File: src/rtl/game_pkg.sv
// Shared game constants and types, used by ball_motion, paddle_deflect and
// brick_logic.
//   - Screen, ball and paddle geometry in pixels.
//   - Velocity width.
//   - game_state encoding.
//   - A few small helpers for signed 12-bit motion arithmetic.
package game_pkg;

    localparam int SCREEN_WIDTH  = 640;
    localparam int SCREEN_HEIGHT = 480;
    localparam int BALL_SIZE     = 6;
    localparam int PADDLE_Y      = 448;
    localparam int PADDLE_WIDTH  = 64;
    localparam int LOST_FRAMES   = 60;
    localparam int LIVES         = 3;

    localparam int VEL_W      = 3;
    localparam int COORD_W    = 10;
    localparam int ARITH_W    = 12;
    localparam int LOST_CNT_W = $clog2(LOST_FRAMES);

    typedef enum logic [1:0] {
        GS_SERVE  = 2'd0,
        GS_MOVING = 2'd1,
        GS_LOST   = 2'd2,
        GS_OVER   = 2'd3
    } game_state_e;

    typedef logic signed [ARITH_W-1:0] arith_t;

    // Zero-extend an unsigned screen coordinate into the signed motion domain.
    function automatic arith_t coord_to_arith(input logic [COORD_W-1:0] v);
        return arith_t'($signed({1'b0, v}));
    endfunction

    // Sign-extend a velocity into the signed motion domain.
    function automatic arith_t vel_to_arith(input logic signed [VEL_W-1:0] v);
        return arith_t'(v);
    endfunction

    function automatic arith_t arith_abs(input arith_t v);
        return v[ARITH_W-1] ? -v : v;
    endfunction

endpackage

File: src/rtl/paddle_deflect.sv
// Maps where the ball centre sits on the paddle to a new horizontal velocity.
// The paddle is split into four equal zones: -2, -1, +1, +2 (left to right).
// Ports:
//   ball_x_i   - ball left edge
//   paddle_x_i - paddle left edge
//   vx_o       - new horizontal velocity (signed)
module paddle_deflect
    import game_pkg::*;
(
    input  logic [COORD_W-1:0]      ball_x_i,
    input  logic [COORD_W-1:0]      paddle_x_i,
    output logic signed [VEL_W-1:0] vx_o
);

    localparam arith_t HALF_BALL_A = arith_t'(BALL_SIZE / 2);
    localparam arith_t Q1_A        = arith_t'(PADDLE_WIDTH / 4);
    localparam arith_t Q2_A        = arith_t'(PADDLE_WIDTH / 2);
    localparam arith_t Q3_A        = arith_t'((3 * PADDLE_WIDTH) / 4);

    arith_t off_a;

    always_comb begin
        // Offset of the ball centre from the paddle left edge; a negative
        // value (centre left of the paddle) falls into the leftmost zone.
        off_a = coord_to_arith(ball_x_i) + HALF_BALL_A - coord_to_arith(paddle_x_i);
        if (off_a < Q1_A) begin
            vx_o = VEL_W'(-2);
        end else if (off_a < Q2_A) begin
            vx_o = VEL_W'(-1);
        end else if (off_a < Q3_A) begin
            vx_o = VEL_W'(1);
        end else begin
            vx_o = VEL_W'(2);
        end
    end

endmodule

File: src/rtl/ball_motion.sv
// Owns ball position/velocity, serving, bounces, ball loss and lives.
// Motion advances only on frame_tick; all outputs are registered.
// Ports:
//   clk, rst (sync, active-low)
//   frame_tick            - one-cycle pulse per video frame
//   paddle_x              - paddle left edge
//   launch                - serve request
//   brick_hit, hit_from_side - reflection request from brick_logic
//   ball_x/ball_y         - ball top-left corner
//   ball_vx/ball_vy       - velocity in pixels/frame
//   ball_lost             - one-cycle pulse when a ball is lost
//   lives                 - remaining lives
//   game_state            - 0=SERVE 1=MOVING 2=LOST 3=OVER (FSM state)
module ball_motion
    import game_pkg::*;
(
    input  logic                    clk,
    input  logic                    rst,
    input  logic                    frame_tick,
    input  logic [COORD_W-1:0]      paddle_x,
    input  logic                    launch,
    input  logic                    brick_hit,
    input  logic                    hit_from_side,
    output logic [COORD_W-1:0]      ball_x,
    output logic [COORD_W-1:0]      ball_y,
    output logic signed [VEL_W-1:0] ball_vx,
    output logic signed [VEL_W-1:0] ball_vy,
    output logic                    ball_lost,
    output logic [1:0]              lives,
    output logic [1:0]              game_state
);

    localparam arith_t X_MAX_A     = arith_t'(SCREEN_WIDTH - BALL_SIZE);
    localparam arith_t Y_MAX_A     = arith_t'(SCREEN_HEIGHT - BALL_SIZE);
    localparam arith_t BALL_A      = arith_t'(BALL_SIZE);
    localparam arith_t PADDLE_Y_A  = arith_t'(PADDLE_Y);
    localparam arith_t PADDLE_W_A  = arith_t'(PADDLE_WIDTH);
    localparam arith_t SERVE_OFF_A = arith_t'(PADDLE_WIDTH / 2 - BALL_SIZE / 2);

    localparam logic [COORD_W-1:0] X_MAX_C   = COORD_W'(SCREEN_WIDTH - BALL_SIZE);
    localparam logic [COORD_W-1:0] RESET_X_C = COORD_W'((SCREEN_WIDTH - BALL_SIZE) / 2);
    localparam logic [COORD_W-1:0] SERVE_Y_C = COORD_W'(PADDLE_Y - BALL_SIZE);

    game_state_e             state_q;
    logic [COORD_W-1:0]      x_q, y_q;
    logic signed [VEL_W-1:0] vx_q, vy_q;
    logic [1:0]              lives_q;
    logic                    ball_lost_q;
    logic                    pend_x_q, pend_y_q;
    logic [LOST_CNT_W-1:0]   lost_cnt_q;

    // Brick hits arriving in the same cycle as frame_tick count for that tick.
    logic pend_x_eff, pend_y_eff;
    assign pend_x_eff = pend_x_q | (brick_hit & hit_from_side);
    assign pend_y_eff = pend_y_q | (brick_hit & ~hit_from_side);

    logic signed [VEL_W-1:0] deflect_vx;

    paddle_deflect u_deflect (
        .ball_x_i   (x_q),
        .paddle_x_i (paddle_x),
        .vx_o       (deflect_vx)
    );

    // Candidate next position/velocity for a MOVING frame.
    arith_t x_a, y_a, pad_a, vx_a, vy_a, nx_a, ny_a;
    arith_t vx_abs, vy_abs, vx_nabs, vy_nabs, serve_x_a;
    logic                    catch_w, lose_w;
    logic [COORD_W-1:0]      mv_x_d, mv_y_d, serve_x_d;
    logic signed [VEL_W-1:0] mv_vx_d, mv_vy_d;

    always_comb begin
        x_a     = coord_to_arith(x_q);
        y_a     = coord_to_arith(y_q);
        pad_a   = coord_to_arith(paddle_x);
        vx_a    = pend_x_eff ? -vel_to_arith(vx_q) : vel_to_arith(vx_q);
        vy_a    = pend_y_eff ? -vel_to_arith(vy_q) : vel_to_arith(vy_q);
        vx_abs  = arith_abs(vx_a);
        vy_abs  = arith_abs(vy_a);
        vx_nabs = -vx_abs;
        vy_nabs = -vy_abs;
        nx_a    = x_a + vx_a;
        ny_a    = y_a + vy_a;

        mv_x_d  = nx_a[COORD_W-1:0];
        mv_y_d  = ny_a[COORD_W-1:0];
        mv_vx_d = vx_a[VEL_W-1:0];
        mv_vy_d = vy_a[VEL_W-1:0];

        if (nx_a[ARITH_W-1]) begin
            mv_x_d  = '0;
            mv_vx_d = vx_abs[VEL_W-1:0];
        end else if (nx_a > X_MAX_A) begin
            mv_x_d  = X_MAX_C;
            mv_vx_d = vx_nabs[VEL_W-1:0];
        end

        if (ny_a[ARITH_W-1]) begin
            mv_y_d  = '0;
            mv_vy_d = vy_abs[VEL_W-1:0];
        end

        // Catch uses the pre-move position: the ball must start at or above
        // the paddle top and reach it this frame while overlapping it.
        catch_w = !vy_a[ARITH_W-1] && (vy_a != '0)
                  && (y_a + BALL_A <= PADDLE_Y_A)
                  && (ny_a + BALL_A >= PADDLE_Y_A)
                  && (x_a + BALL_A > pad_a)
                  && (x_a < pad_a + PADDLE_W_A);
        if (catch_w) begin
            mv_y_d  = SERVE_Y_C;
            mv_vy_d = vy_nabs[VEL_W-1:0];
            mv_vx_d = deflect_vx;
        end

        lose_w = (ny_a > Y_MAX_A) && !catch_w;

        serve_x_a = pad_a + SERVE_OFF_A;
        if (serve_x_a[ARITH_W-1]) begin
            serve_x_d = '0;
        end else if (serve_x_a > X_MAX_A) begin
            serve_x_d = X_MAX_C;
        end else begin
            serve_x_d = serve_x_a[COORD_W-1:0];
        end
    end

    always_ff @(posedge clk) begin
        if (!rst) begin
            state_q     <= GS_SERVE;
            x_q         <= RESET_X_C;
            y_q         <= SERVE_Y_C;
            vx_q        <= '0;
            vy_q        <= '0;
            lives_q     <= 2'(LIVES);
            ball_lost_q <= 1'b0;
            pend_x_q    <= 1'b0;
            pend_y_q    <= 1'b0;
            lost_cnt_q  <= '0;
        end else begin
            ball_lost_q <= 1'b0;
            case (state_q)
                GS_SERVE: begin
                    pend_x_q <= 1'b0;
                    pend_y_q <= 1'b0;
                    if (frame_tick) begin
                        x_q <= serve_x_d;
                        y_q <= SERVE_Y_C;
                    end
                    if (launch) begin
                        state_q <= GS_MOVING;
                        vx_q    <= VEL_W'(1);
                        vy_q    <= VEL_W'(-2);
                    end
                end
                GS_MOVING: begin
                    if (frame_tick) begin
                        pend_x_q <= 1'b0;
                        pend_y_q <= 1'b0;
                        if (lose_w) begin
                            lives_q     <= lives_q - 2'd1;
                            ball_lost_q <= 1'b1;
                            vx_q        <= '0;
                            vy_q        <= '0;
                            lost_cnt_q  <= '0;
                            state_q     <= (lives_q == 2'd1) ? GS_OVER : GS_LOST;
                        end else begin
                            x_q  <= mv_x_d;
                            y_q  <= mv_y_d;
                            vx_q <= mv_vx_d;
                            vy_q <= mv_vy_d;
                        end
                    end else begin
                        pend_x_q <= pend_x_eff;
                        pend_y_q <= pend_y_eff;
                    end
                end
                GS_LOST: begin
                    pend_x_q <= 1'b0;
                    pend_y_q <= 1'b0;
                    if (frame_tick) begin
                        if (lost_cnt_q == LOST_CNT_W'(LOST_FRAMES - 1)) begin
                            lost_cnt_q <= '0;
                            state_q    <= GS_SERVE;
                        end else begin
                            lost_cnt_q <= lost_cnt_q + LOST_CNT_W'(1);
                        end
                    end
                end
                default: begin
                    // GS_OVER: everything holds until reset.
                    pend_x_q <= 1'b0;
                    pend_y_q <= 1'b0;
                end
            endcase
        end
    end

    assign ball_x     = x_q;
    assign ball_y     = y_q;
    assign ball_vx    = vx_q;
    assign ball_vy    = vy_q;
    assign ball_lost  = ball_lost_q;
    assign lives      = lives_q;
    assign game_state = state_q;

endmodule

File: config.mk
export PLATFORM = sky130hd
export DESIGN_NAME = ball_motion
export DESIGN_NICKNAME = d
export VERILOG_FILES = /design/src/rtl/game_pkg.sv /design/src/rtl/paddle_deflect.sv /design/src/rtl/ball_motion.sv
export SDC_FILE = /design/constraint.sdc
export NUM_CORES = 1
export LEC_CHECK = 0
export ABC_AREA = 1
export CAP_MARGIN = 10
export CELL_PAD_IN_SITES_DETAIL_PLACEMENT = 1
export CELL_PAD_IN_SITES_GLOBAL_PLACEMENT = 2
export CORE_UTILIZATION = 35
export CTS_BUF_LIST = sky130_fd_sc_hd__clkbuf_16
export DETAILED_ROUTE_END_ITERATION = 7
export PLACE_DENSITY = 0.95
export SLEW_MARGIN = 10
export SYNTH_ARGS = -nofsm -noshare
export SYNTH_HDL_FRONTEND = slang
export SYNTH_SLANG_ARGS = --single-unit
File: constraint.sdc
create_clock -name clk -period 11.7 [get_ports clk]
set_clock_uncertainty 0.2 [all_clocks]
set_input_delay 3.51 -clock clk [delete_from_list [all_inputs] [get_ports clk]]
set_output_delay 3.51 -clock clk [all_outputs]
set_load 0.03 [all_outputs]
==> results.yml, run 1 <==
grt:
  grt_pass1_vias: 5900
  overflow: 0
  antenna_found_initial: 0
  grt_use_met3_pct: 1.97
  grt-busiest-layer: "met2"
  grt_max_degree: 29
  grt_usage_pct: 21.7
  grt_pass1_wl_mm: 28.8
  use_met1_pct: 29.0
  grt.met2_usage_pct: 38.6
power_and_ir_drop:
  pwr-share-seq_pct: 17.3
  power.internal_uw: 492
  p_comb_share_pct: 70.5
  switching_share_pct: 54.7
  p_switching_uw: 593
  clkPwrFrac_pct: 12.2
  p_per_area_nw_per_um2: 171
  p_leak_uw: 0.00329
  finalPower_uw: 1080
  ir_drop_mv: 0.0645
setup_path:
  cp-endpoint: "ball_x[2]"
  crit_path_start: "brick_hit"
  end_kind: "flop"
  rrSetupSlack_ns: 7.49
  rr_worst_depth: 25
  startpoint_type: "primary input"
  path_class: "in -> reg"
  crit_required_ns: 11.65
  worst_r2r_endpoint: "ball_x[2]"
  critPathMaxFanout: 18
  arrival_ns: 7.16
  timing.rr.start: "ball_vy[1]"
final_layout:
  n_antenna_cell: 0
  instances_no_fill: 1156
  layout_common_cells: "232 x nand2_1, 131 x inv_1, 86 x nor2_1, 69 x ha_1, 66 x nand3_1"
  drive_above_1_share_pct: 8.36
  nets: 1031
  areaGrowthSynthToFinish_pct: 14.8
  layout_commonest_cell: "nand2_1"
sta:
  period_minus_slack_ns: 7.21
  slew_viol_final: 0
  hold_viol_final: 0
  max_freq_mhz: 139
  slew_headroom_pct: 45.7
  rsz0062_at_grt: "false"
  worst_pin_slew_ns: 0.812
  final-setup-viol-count: 0
  fin_tns_setup_ns: 0
  fin_crit_sh_pct: 61.6
flow_run:
  maxCapViolCount: 0
clock_network:
  cts_root_buf: "clkbuf_16"
  cts-buffers-inserted: 5
  clock-sinks: 38
  clk_latency_ns: 0.28
  cts.path.max_buffers: 2
  cts-htree-levels: 2
  ctsResizeCount: 0
  cts-hold-fix-buffers: 0
  post_cts.repair.setup_buffers: 0
  cts_tree: "done"
  cts.reportedPaths.clkPinSlew_ns: 0.06
status:
  run_status: "complete, no violations"
floorplanning:
  num_io_pins: 47
  row_count: 45
  fp.dieArea_um2: 16300
  fp.dieH_um: 128
  die_x_um: 128
  fp.coreArea_um2: 15300
  initial_utilization_pct: 36.0
synthesis:
  avgSynthCellArea_um2: 6.15
  yosys_warnings: 0
  async_flop_share_pct: 0
  synth_edf_count: 0
  synthFlopType: "dfxtp_1"
  ys_ff_latch: 38
  synth_cell_types: 50
  synth_cells: 897
  netlist_area_um2: 5520
  ys_seq_area_share_pct: 13.8
drt:
  routed_wl_mm: 16.9
  first_pass_iters: 4
  via_per_inst: 5.03
  drc: 0
  ant_nets: 0
  drt_iter0_markers: 227
  vias: 5817
  post_drt_wl_per_cell_um: 14.6
min_path:
  holdCritPathClass: "reg -> reg"
place:
  dp.cells: 1148
  hpwl_mm: 14.1
  place.gp.congestion: 0.831
  numPortBuffers: 45
==> per-layer routing <==
layer  up-vias  routed length (um)
li1       3021                   -
met1      2718                8260
met2        68                8010
met3        10                 524
met4         0                 102
met5         -                   0
==> worst max-delay path, cell delays in order <==
cell and delay [ns]:
clkdlybuf4s50_1 0.47, inv_1 0.06, nor2_2 0.15, nor2_4 0.07
o21ai_0 0.29, inv_1 0.15, ha_1 0.39, nand2_1 0.10
nand2_2 0.11, nand2_1 0.10, nand3_2 0.09, nand4_2 0.12
nand2_1 0.08, nand2_1 0.06, nand2_2 0.12, inv_2 0.11
a21oi_1 0.50, nand2_4 0.11, inv_4 0.11, nand2_8 0.08
nand2_8 0.15, inv_8 0.09, nand2_1 0.06, nand3_1 0.07
==> synth_stat cells, types with 2 or more instances <==
| library cell | count | area [um^2] |
|---|---|---|
| a21oi_1 | 51 | 255 |
| a31oi_1 | 3 | 18.8 |
| clkbuf_1 | 4 | 15.0 |
| dfxtp_1 | 38 | 761 |
| fa_1 | 2 | 40.0 |
| ha_1 | 69 | 863 |
| inv_1 | 131 | 492 |
| inv_2 | 4 | 15.0 |
| inv_4 | 2 | 12.5 |
| nand2_1 | 232 | 871 |
| nand2_2 | 24 | 150 |
| nand2_4 | 5 | 56.3 |
| nand2_8 | 2 | 40.0 |
| nand3_1 | 66 | 330 |
| nand3_2 | 15 | 150 |
| nand3b_1 | 2 | 15.0 |
| nand4_1 | 27 | 169 |
| nor2_1 | 86 | 323 |
| nor2_2 | 4 | 25.0 |
| nor2_4 | 3 | 33.8 |
| nor3_1 | 18 | 90.1 |
| nor4_1 | 3 | 18.8 |
| o211ai_1 | 3 | 22.5 |
| o21a_1 | 3 | 22.5 |
| o21ai_0 | 40 | 200 |
| o21ai_1 | 2 | 10.0 |
| o21bai_1 | 3 | 22.5 |
| o32ai_1 | 2 | 17.5 |
| or2_2 | 3 | 18.8 |
| xnor2_1 | 7 | 61.3 |
| xor2_1 | 24 | 210 |
==> stage by stage <==
stage	hold slack [ns]	setup slack [ns]	util, %	instance area, um^2
4_1_cts	0.301	4.48	41.3	6330
3_5_place_dp	0.292	4.21	40.4	6190
6_report	0.292	4.49	41.3	6330
3_3_place_gp	0.278	4.28	40.4	6190
5_1_grt	0.329	4.17	41.3	6330
2_1_floorplan	0.258	5.29	-	5520
==> worst min-delay path by stage <==
stage	from	depth (start not counted)	to
3_5_place_dp	lost_cnt_q[1]	2	lost_cnt_q[1]
2_1_floorplan	pend_x_q	2	pend_x_q
5_1_grt	lost_cnt_q[0]	2	lost_cnt_q[0]
6_report	lost_cnt_q[1]	2	lost_cnt_q[1]
4_1_cts	lost_cnt_q[1]	2	lost_cnt_q[1]
3_3_place_gp	lost_cnt_q[1]	2	lost_cnt_q[1]
==> cell type report <==
cell class                 count  area, um^2
clock buffer                   5         125
clock inverter                 3        16.3
fill                        2107        8980
inverter                     139         534
multi-input combinational    713        4170
sequential                    38         761
tap                          211         264
timing repair buffer          47         465
==> cell families (layout without fill, tap and decap cells) <==
| logic type | Yosys count | count (layout) | synth area share, % |
|---|---|---|---|
| AOI/OAI and AO/OA | 113 | 113 | 11.2 |
| other | 1 | 2 | 0.0680 |
| and+or+nand+nor | 496 | 496 | 42.9 |
| xor gates and xnor gates | 31 | 31 | 4.92 |
| adders and majority gates | 71 | 71 | 16.4 |
| DFF | 38 | 38 | 13.8 |
| buffers and inverters | 147 | 194 | 10.8 |
==> power groups by stage <==
stage / registers, uW / clock network (uW) / logic (uW)
after global routing: 191 / 139 / 869
final: 188 / 132 / 764
after detailed placement: 191 / 0 / 764
after global placement: 191 / 0 / 753
after CTS: 189 / 134 / 770
after floorplan: 203 / 0 / 555
==> registers in the layout, indices dropped and copies added, names as in the netlist <==
register / cells
game_state: 2
ball_vx: 3
ball_y: 10
ball_lost: 1
pend_y_q: 1
ball_vy: 2
ball_x: 10
lost_cnt_q: 6
lives: 2
pend_x_q: 1
Power figures use the tool's default switching activity.
==> run 2: changes to the inputs <==
--- a/config.mk
+++ b/config.mk
@@ -9,10 +9,10 @@
 export CAP_MARGIN = 10
 export CELL_PAD_IN_SITES_DETAIL_PLACEMENT = 1
 export CELL_PAD_IN_SITES_GLOBAL_PLACEMENT = 2
-export CORE_UTILIZATION = 35
+export CORE_UTILIZATION = 29
 export CTS_BUF_LIST = sky130_fd_sc_hd__clkbuf_16
 export DETAILED_ROUTE_END_ITERATION = 7
-export PLACE_DENSITY = 0.95
+export PLACE_DENSITY = 0.9
 export SLEW_MARGIN = 10
 export SYNTH_ARGS = -nofsm -noshare
 export SYNTH_HDL_FRONTEND = slang
==> constraint.sdc (replaced) <==
create_clock -name clk -period 5.8 [get_ports clk]
set_clock_uncertainty 0.2 [all_clocks]
set_input_delay 1.74 -clock clk [delete_from_list [all_inputs] [get_ports clk]]
set_output_delay 1.74 -clock clk [all_outputs]
set_load 0.03 [all_outputs]
==> run 2 against run 1 <==
  * Largest cell class unchanged
  * Sequential share of layout area shrank 0.090 points
  * Critical path depth is the same
  * Count of clock-buffer cells in the layout is the same
  * Sequential cell count is the same
  * Via count grew 0.81%
==> results.yml, run 2 (synthesis results as in run 1) <==
sta:
  setup_ws_ns: 0.545
  fin_tns_setup_ns: 0
  period_minus_slack_ns: 5.26
  max_freq_mhz: 190
  fin_crit_sh_pct: 90.6
  hold_slack_ns: 0.294
  rsz0062_at_grt: "false"
  final-setup-viol-count: 0
  worst_pin_slew_ns: 0.860
  hold_viol_final: 0
  slew_headroom_pct: 42.4
  slew_viol_final: 0
drt:
  ant_nets: 0
  post_drt_wl_per_cell_um: 14.9
  drc: 0
  via_per_inst: 4.96
  first_pass_iters: 4
  routed_wl_mm: 17.6
  drt_iter0_markers: 213
  vias: 5864
grt:
  overflow: 0
  grt_pass1_wl_mm: 29.5
  grt_max_degree: 28
  antenna_found_initial: 0
  grt_pass1_vias: 5896
  grt_usage_pct: 18.6
clock_network:
  cts.path.max_buffers: 2
  cts_tree: "done"
  cts-buffers-inserted: 5
  clock-sinks: 38
  cts-htree-levels: 2
  clk_latency_ns: 0.28
  cts-hold-fix-buffers: 0
  cts.reportedPaths.clkPinSlew_ns: 0.06
  post_cts.repair.setup_buffers: 0
  ctsResizeCount: 0
  cts_root_buf: "clkbuf_16"
place:
  numPortBuffers: 45
  placed_cell_area_um2: 6240
  dp_worst_setup_slack_ns: 0.230
  hpwl_mm: 14.7
  place.gp.congestion: 0.834
setup_path:
  worst_r2r_endpoint: "ball_y[0]"
  startpoint_type: "primary input"
  timing.rr.start: "ball_x[1]"
  path_class: "in -> reg"
  cp-endpoint: "ball_y[0]"
  max_stage_delay_ns: 0.48
  worstPathCellList: "clkdlybuf4s50_1 -> inv_1 -> nor2_2 -> nor2_4 -> o21ai_0 -> inv_1 -> ha_1 -> xnor2_1 -> ha_1 -> nor2_4 -> nand3_4 -> nor2_1 -> a21oi_1 -> nand2_1 -> nand3_2 -> nand2_4 -> nand2_4 -> inv_4 -> nand2_8 -> nand2_8 -> inv_8 -> nand2_1 -> nand2_1 -> inv_1"
  rr_worst_depth: 23
  critPathMaxFanout: 18
  crit_required_ns: 5.78
  end_kind: "flop"
  arrival_ns: 5.23
  crit_path_start: "brick_hit"
  slowest_stage: "clkdlybuf4s50_1"
  rrSetupSlack_ns: 1.52
floorplanning:
  row_count: 50
  fp.coreArea_um2: 18700
  fp.dieArea_um2: 19600
  die_x_um: 140
  num_io_pins: 47
  fp.dieH_um: 140
  initial_utilization_pct: 29.5
power_and_ir_drop:
  p_leak_uw: 0.00331
  p_per_area_nw_per_um2: 344
  ir_drop_mv: 0.157
final_layout:
  fin_area_um2: 6380
  n_antenna_cell: 0
  utilization_pct: 34.1
  layout_commonest_cell: "nand2_1"
  nets: 1034
  layout_common_cells: "232 x nand2_1, 132 x inv_1, 86 x nor2_1, 69 x ha_1, 66 x nand3_1"
  drive_above_1_share_pct: 8.54
  areaGrowthSynthToFinish_pct: 15.6
status:
  run_status: "complete, no violations"
min_path:
  holdCritPathClass: "reg -> reg"
flow_run:
  maxCapViolCount: 0
[run 2: cell count changes in the layout (fill, tap and decap cells not counted)]
cell	delta
inv_1	+1
buf_4	+3
clkinvlp_4	-1
[run 2: stage by stage]
stage	std cells	total power [uW]
6_report	1182	2200
5_1_grt	1182	2440
4_1_cts	1182	2220
3_5_place_dp	1174	1950
3_3_place_gp	1174	1930
2_1_floorplan	898	1530
[run 2: layout make-up]
cell class / count / area, um^2
multi-input combinational: 713 / 4170
timing repair buffer: 50 / 488
sequential: 38 / 761
clock inverter: 3 / 12.5
clock buffer: 5 / 125
inverter: 139 / 534
fill: 2504 / 12300
tap: 234 / 293
[run 2: worst min-delay path by stage]
stage / to / cells past startpoint / from
4_1_cts: lost_cnt_q[1] / 2 / lost_cnt_q[1]
5_1_grt: lost_cnt_q[1] / 2 / lost_cnt_q[1]
6_report: lost_cnt_q[1] / 2 / lost_cnt_q[1]
2_1_floorplan: pend_x_q / 2 / pend_x_q
3_5_place_dp: lost_cnt_q[1] / 2 / lost_cnt_q[1]
3_3_place_gp: lost_cnt_q[1] / 2 / lost_cnt_q[1]
[run 2: report_power, final]
part           switching (uW)  total, uW  internal, uW
Combinational            1010       1560           549
Clock                     103        258           155
Sequential               83.9        380           296
[run 2: routing by layer]
layer,part of all wire [%],GRT usage (%),vias up
met2,48,32.9,59
met4,1.4,3.12,0
met3,2.8,2.02,14
li1,-,-,3023
met5,0,0,-
met1,48,24.7,2768
[run 2: critical path: cells and delay by family]
kind	cells	cell delay, ns
fa+ha+maj	2	0.63
buf+inv	6	0.94
xor+xnor	1	0.44
simple gates	13	1.07
compound gates	2	0.38
